<file path="config.mk">
export PLATFORM = sky130hd
export DESIGN_NAME = ctrl_pipe
export DESIGN_NICKNAME = d
export VERILOG_FILES = /design/src/rtl/ctrl_pipe.sv
export SDC_FILE = /design/constraint.sdc
export NUM_CORES = 1
export LEC_CHECK = 0
export CAP_MARGIN = 20
export CORE_MARGIN = 2
export CORE_UTILIZATION = 42
export DETAILED_ROUTE_END_ITERATION = 12
export GPL_TIMING_DRIVEN = 1
export HOLD_SLACK_MARGIN = 0.08
export PLACE_DENSITY = 0.84
export SETUP_SLACK_MARGIN = 0.3
export SKIP_LAST_GASP = 1
export SLEW_MARGIN = 25
export SYNTH_ARGS = -nofsm -noshare
export SYNTH_HDL_FRONTEND = slang
export SYNTH_SLANG_ARGS = --single-unit
</file>
<file path="constraint.sdc">
create_clock -name clk -period 2.1 [get_ports clk]
set_clock_uncertainty 0.1 [all_clocks]
set_input_delay 0.42 -clock clk [delete_from_list [all_inputs] [get_ports clk]]
set_output_delay 0.42 -clock clk [all_outputs]
set_load 0.02 [all_outputs]
</file>
<file path="src/rtl/ctrl_pipe.sv">
`default_nettype none
// ============================================================================
// Module      : ctrl_pipe
// Description : Control-signal pipeline for a 5-stage in-order core. Carries
//               the main-decoder controls from ID through the ID/EX, EX/MEM
//               and MEM/WB registers, resolves taken branches in EX, squashes
//               the younger instruction on a taken branch and counts retired
//               instructions.
// Ports       :
//   clk, rst                         clock, synchronous active-high reset
//   valid_d                          ID-stage instruction is real
//   RegWriteD..BranchD, ImmSrcD,
//   ALUopD                           ID-stage decoder controls
//   stall_d                          hold ID/EX
//   flush_e                          insert a bubble into EX
//   ZeroE                            ALU zero flag of the EX instruction
//   *E, valid_e                      registered EX-stage controls
//   PCSrcE                           branch taken in EX
//   flush_d_o                        squash the instruction currently in ID
//   *M, valid_m                      registered MEM-stage controls
//   *W, valid_w                      registered WB-stage controls
//   retire_cnt                       number of valid instructions reaching WB
// Revision    : 1.0 - initial release
// ============================================================================
module ctrl_pipe (
  input  logic        clk,
  input  logic        rst,
  input  logic        valid_d,
  input  logic        RegWriteD,
  input  logic        MemWriteD,
  input  logic        ResultScrD,
  input  logic        ALUSrcD,
  input  logic        BranchD,
  input  logic [1:0]  ImmSrcD,
  input  logic [1:0]  ALUopD,
  input  logic        stall_d,
  input  logic        flush_e,
  input  logic        ZeroE,
  output logic        RegWriteE,
  output logic        MemWriteE,
  output logic        ResultScrE,
  output logic        ALUSrcE,
  output logic        BranchE,
  output logic        valid_e,
  output logic [1:0]  ALUopE,
  output logic        PCSrcE,
  output logic        flush_d_o,
  output logic        RegWriteM,
  output logic        MemWriteM,
  output logic        ResultScrM,
  output logic        valid_m,
  output logic        RegWriteW,
  output logic        ResultScrW,
  output logic        valid_w,
  output logic [15:0] retire_cnt
);

  // Immediate selection is consumed entirely in ID; nothing downstream uses it.
  logic w_unused_imm;
  assign w_unused_imm = ^ImmSrcD;

  // A taken branch only counts for a real instruction sitting in EX.
  assign PCSrcE    = BranchE & ZeroE & valid_e;
  assign flush_d_o = PCSrcE;

  // ID/EX: bubble (flush or taken branch) beats stall, stall beats load.
  // Write enables are qualified with valid so a bubble can never write.
  always_ff @(posedge clk) begin
    if (rst) begin
      RegWriteE  <= 1'b0;
      MemWriteE  <= 1'b0;
      ResultScrE <= 1'b0;
      ALUSrcE    <= 1'b0;
      BranchE    <= 1'b0;
      ALUopE     <= 2'b00;
      valid_e    <= 1'b0;
    end else if (flush_e || PCSrcE) begin
      RegWriteE  <= 1'b0;
      MemWriteE  <= 1'b0;
      ResultScrE <= 1'b0;
      ALUSrcE    <= 1'b0;
      BranchE    <= 1'b0;
      ALUopE     <= 2'b00;
      valid_e    <= 1'b0;
    end else if (!stall_d) begin
      RegWriteE  <= RegWriteD & valid_d;
      MemWriteE  <= MemWriteD & valid_d;
      ResultScrE <= ResultScrD;
      ALUSrcE    <= ALUSrcD;
      BranchE    <= BranchD;
      ALUopE     <= ALUopD;
      valid_e    <= valid_d;
    end
  end

  // EX/MEM and MEM/WB advance unconditionally outside reset.
  always_ff @(posedge clk) begin
    if (rst) begin
      RegWriteM  <= 1'b0;
      MemWriteM  <= 1'b0;
      ResultScrM <= 1'b0;
      valid_m    <= 1'b0;
      RegWriteW  <= 1'b0;
      ResultScrW <= 1'b0;
      valid_w    <= 1'b0;
    end else begin
      RegWriteM  <= RegWriteE & valid_e;
      MemWriteM  <= MemWriteE & valid_e;
      ResultScrM <= ResultScrE;
      valid_m    <= valid_e;
      RegWriteW  <= RegWriteM & valid_m;
      ResultScrW <= ResultScrM;
      valid_w    <= valid_m;
    end
  end

  // Retirement counter: wraps naturally at 16 bits. Reset wins, so an
  // instruction sitting in WB on the reset edge is not counted.
  always_ff @(posedge clk) begin
    if (rst) begin
      retire_cnt <= 16'h0000;
    end else if (valid_w) begin
      retire_cnt <= retire_cnt + 16'h0001;
    end
  end

endmodule
`default_nettype wire

</file>
---- Word level (Yosys, flattened, before mapping) ----
Cells that the tools add are included.
storage, ports and cells
  register bits after elaboration ......... 31
  bits in latches ......................... 0
  bits in writable memories ............... 0
  memory bits (read-only) ................. 0
  input bits .............................. 15
  output and inout bits ................... 33
  logic and storage cells ................. 25
  memories ................................ 0
operators by class
  add/sub/neg operators ................... 1
  multipliers ............................. 0
  div/mod/pow operators ................... 0
  order comparisons ....................... 0
  equal/unequal tests ..................... 0
  shift-type cells ........................ 0
  muxes and demuxes ....................... 0
  bitwise logic cells ..................... 7
  reductions and logical operators ........ 2
operators with widths
  operator                                                         count
  16-bit by 1-bit adder with 16-bit output, second input constant  1
  1-bit bitwise AND                                                7
  2-bit OR reduction                                               1
  1-bit logical OR                                                 1

---- Longest topological paths before layout ----
  depth in word-level cells ............... 4
  depth in mapped cells ................... 5
  mapped depth without buffers ............ 5

---- Least setup slack after synthesis ----
OpenSTA, ideal clock, no wires.
  kind .................................... reg-to-reg
  start point ............................. register retire_cnt[0]
  end point ............................... register retire_cnt[12]
  setup time .............................. 0.128 ns
  arrival ................................. 1.603 ns
  data required time ...................... 1.872 ns
  setup slack ............................. 0.269 ns
  stages on the path, launching flop included .. 6
  buffers on the path ..................... 0
  clock period less this slack ............ 1.831 ns
  cell sequence ........................... dfxtp_1 > ha_1 > inv_1 > or4_4 > xnor2_1 > nor2b_1
between the ends
  word-level cells in the longest chain between the ends .. 1
ends and longest elaborated chain
  item                                      RTL line  RTL
  start: declaration                        55        output logic [15:0] retire_cnt
  start signal: assignment                  123       retire_cnt <= retire_cnt + 16'h0001;
  16-bit by 1-bit adder with 16-bit output  123
Every way passes these cells.
A chain may end at the register's enable or synchronous reset.

---- Worst setup path in the final report ----
  start point ............................. register RegWriteW
  end point ............................... output port RegWriteW
RTL lines
  item                      RTL line  RTL
  start: declaration        52        output logic RegWriteW,
  start signal: assignment  111       RegWriteW <= RegWriteM & valid_m;
No word-level cell between the ends.

==> metrics.md <==
| Metric | Value |
|---|---|
| Status | finished, final reports clean |
| Hpwl dp | 1950 um |
| Synth warn | 0 |
| Final worst path period need | 1.76 ns |
| Post-synthesis sequential area ratio | 50.8% |
| Max Clk Rate | 569 MHz |
| Pre-Repair DR Iteration Count | 4 |
| Total of fill cells in the finished design | 230 |
| Initial antenna violation count | 0 |
| Avg Vias per Cell | 5.13 |
| # setup viols final | 0 |
| Slew HR | 70.6% |
| CP Capture Type | output pin |
| Die area | 0.00336 mm^2 |
| Setup crit start kind | register |
| Slowest cell on crit path | clkdlybuf4s50_1 |
| Top flop regs | retire_cnt: 16 flops, ALUopE: 2 flops |
| H-tree depth | 2 |
| Synthesized cell area | 0.00122 mm^2 |
| FF+latch count, synth | 31 |
| IO Port Bufs | 45 |
| Sinks on Clock Net | 31 |
| Slew Viols, Final | 0 |
| Worst vdd rail ir drop | 0.521 mV |
| Top Ports | 48 |
| TritonCTS Buffers | 5 |
| Data required time at the worst endpoint | 1.58 ns |
| Largest net degree at the start of global routing | 21 |
| NumNets Final | 192 |
| Cells after Synth | 128 |
| CP Cell Sequence | clkdlybuf4s50_1 |
| Max stage delay on crit path | 0.59 ns |
| CTS tree | built |
| PwrDens | 602 mW/mm^2 |
| Clk_lat worst skew | 0.33 ns |
| Setup Crit Path Kind | reg2out |
| Leakage power | 0.837 nW |
| Worst-path fanout max | 1 |
| Row cnt | 19 |
| MaxCap Viol Count | 0 |
| Chip height | 58.0 um |
| 1st-iter DRT viols | 24 |
| Area grow syn2layout | 43.3% |
| Fraction of the cycle the final worst path needs | 83.7% |
| Commonest non-fill, non-tap cell in the layout | dfxtp_1 |
| Antenna Violating Nets Remaining | 0 |
| Endpoints failing hold | 0 |
| Max reg flops | 16 |
| Arr. time, crit path | 1.24 ns |
| Place WS | -0.0792 ns |
| GP Congestion | 0.725 |
| Grt ovf | 0 |
| Setup ws final | 0.343 ns |
| Starting Density | 44.3% |
| Vias in the first global route | 1108 |
| Top delay family on crit path | buffers and inverters |
| Reg with most FFs | retire_cnt |
| DIE WIDTH | 58.0 um |
| RSZ-0062 raised after global routing | no |
| Worst min path class | reg2reg |
| Total power | 1.05 mW |
| Area of the core | 0.00276 mm^2 |
| GRT Total Usage | 17.9% |
| Worst slew pin tran | 0.439 ns |
| Routed vias | 1067 |
| Layout cells sized above 1 | 10.7% |
| Mapped Nets | 144 |
| Commonest cells after routing, fill and taps aside | 30 x dfxtp_1, 28 x dlygate4sd2_1, 23 x nor2_1 |
| Wire length of the first global-routing pass | 4450 um |
| Fin Hold WS | 0.360 ns |
| Yosys cell types | 28 |
| Routed wire length | 2620 um |
| DRC Markers | 0 |
| Ant. Diodes | 0 |
| Clk slew on worst S/H paths | 0.09 ns |
| Worst-case clock buffer depth | 2 |
| Syn Area/Cell | 9.55 um^2 |
| Drt wl/cell | 12.6 um |
| WP buf/inv | 1 |
| CTS Root Cell | clkbuf_4 |
==> cells in the mapped netlist <==
cell type | count | area share [%]
nand4_2 | 1 | 1.0
mux2i_1 | 6 | 4.9
a21oi_1 | 3 | 1.2
a31o_2 | 1 | 0.72
nand2b_1 | 1 | 0.51
and3_1 | 2 | 1.0
dfxtp_1 | 31 | 51
nand2_1 | 5 | 1.5
nor2b_1 | 9 | 4.6
nand3_1 | 5 | 2.0
and2_1 | 3 | 1.5
nor2_1 | 23 | 7.1
mux2_2 | 3 | 2.8
xor2_1 | 6 | 4.3
nor3_1 | 3 | 1.2
or4_4 | 1 | 0.92
and4_1 | 2 | 1.4
xnor2_1 | 4 | 2.9
nor4_1 | 1 | 0.51
a22oi_1 | 2 | 1.2
clkbuf_1 | 3 | 0.92
nand4_1 | 5 | 2.6
buf_4 | 2 | 1.2
ha_1 | 1 | 1.0
buf_1 | 1 | 0.31
or3_1 | 2 | 1.0
inv_1 | 1 | 0.31
o21ai_0 | 1 | 0.41
==> what timing repair did <==
| item | 4_1_cts | 5_1_grt |
|---|---|---|
| hold buffers | 0 | 0 |
| buffers inserted | 0 | 0 |
| cloned | 0 | 0 |
| endpoints found under the setup margin | 30 | 4 |
| gates resized for setup | 33 | 5 |
==> final cells by class <==
class,instances,area (um^2),area share [%]
flip-flops and latches,31,622,35.5
multi-input cells,90,581,33.1
repair buffers,47,438,25.0
clock buffers,8,68.8,3.93
well taps,31,38.8,2.21
inverters,1,3.75,0.214
==> power by group <==
group	internal, mW	switching, mW
sequential	0.593	0.00383
clock	0.197	0.191
combinational	0.0385	0.0315
==> cell families (layout without fill, tap and decap cells) <==
kind of cell | count (synthesis) | count (layout) | share of synthesized area (%)
buf+inv | 7 | 56 | 2.76
xor+xnor | 10 | 10 | 7.16
simple gates | 63 | 63 | 27.0
fa+ha+maj | 1 | 1 | 1.02
mux | 9 | 9 | 7.68
flops | 31 | 31 | 50.8
compound gates | 7 | 7 | 3.58
==> final timing paths <==
kind              slack [ns]  cells after the start                     endpoint                       start
setup / recovery        0.34                      1                    RegWriteW        RegWriteW$_SDFF_PP0_
setup reg to reg        0.42                      5  retire_cnt[12]$_SDFFE_PP0P_  retire_cnt[1]$_SDFFE_PP0P_
hold / removal          0.36                      1         RegWriteW$_SDFF_PP0_        RegWriteM$_SDFF_PP0_
hold reg to reg         0.36                      1         RegWriteW$_SDFF_PP0_        RegWriteM$_SDFF_PP0_
==> per-stage QoR <==
step | instance area [um^2] | cells | util, % | TNS, ns
detailed placement | 1710 | 200 | 62.1 | -0.156
finish | 1750 | 208 | 63.5 | 0
CTS | 1740 | 208 | 63.1 | 0
global route | 1750 | 208 | 63.5 | 0
global placement | 1710 | 200 | 62.1 | -0.140
floorplan | 1230 | 128 | - | 0
==> worst reg2reg max path, cell delays in order (launching register included) <==
cell     delay (ns)
dfxtp_1        0.44
ha_4           0.21
inv_1          0.05
or4_4          0.53
xnor2_1        0.13
nor2b_1        0.13
==> layer usage <==
metal,track usage [%],share of wire (%),vias up
met3,6.47,9.2,7
met2,30.2,49,48
li1,-,-,527
met4,12.6,2.5,0
met1,18.3,39,485
met5,0,0,-
Power figures use the tool's default switching activity.
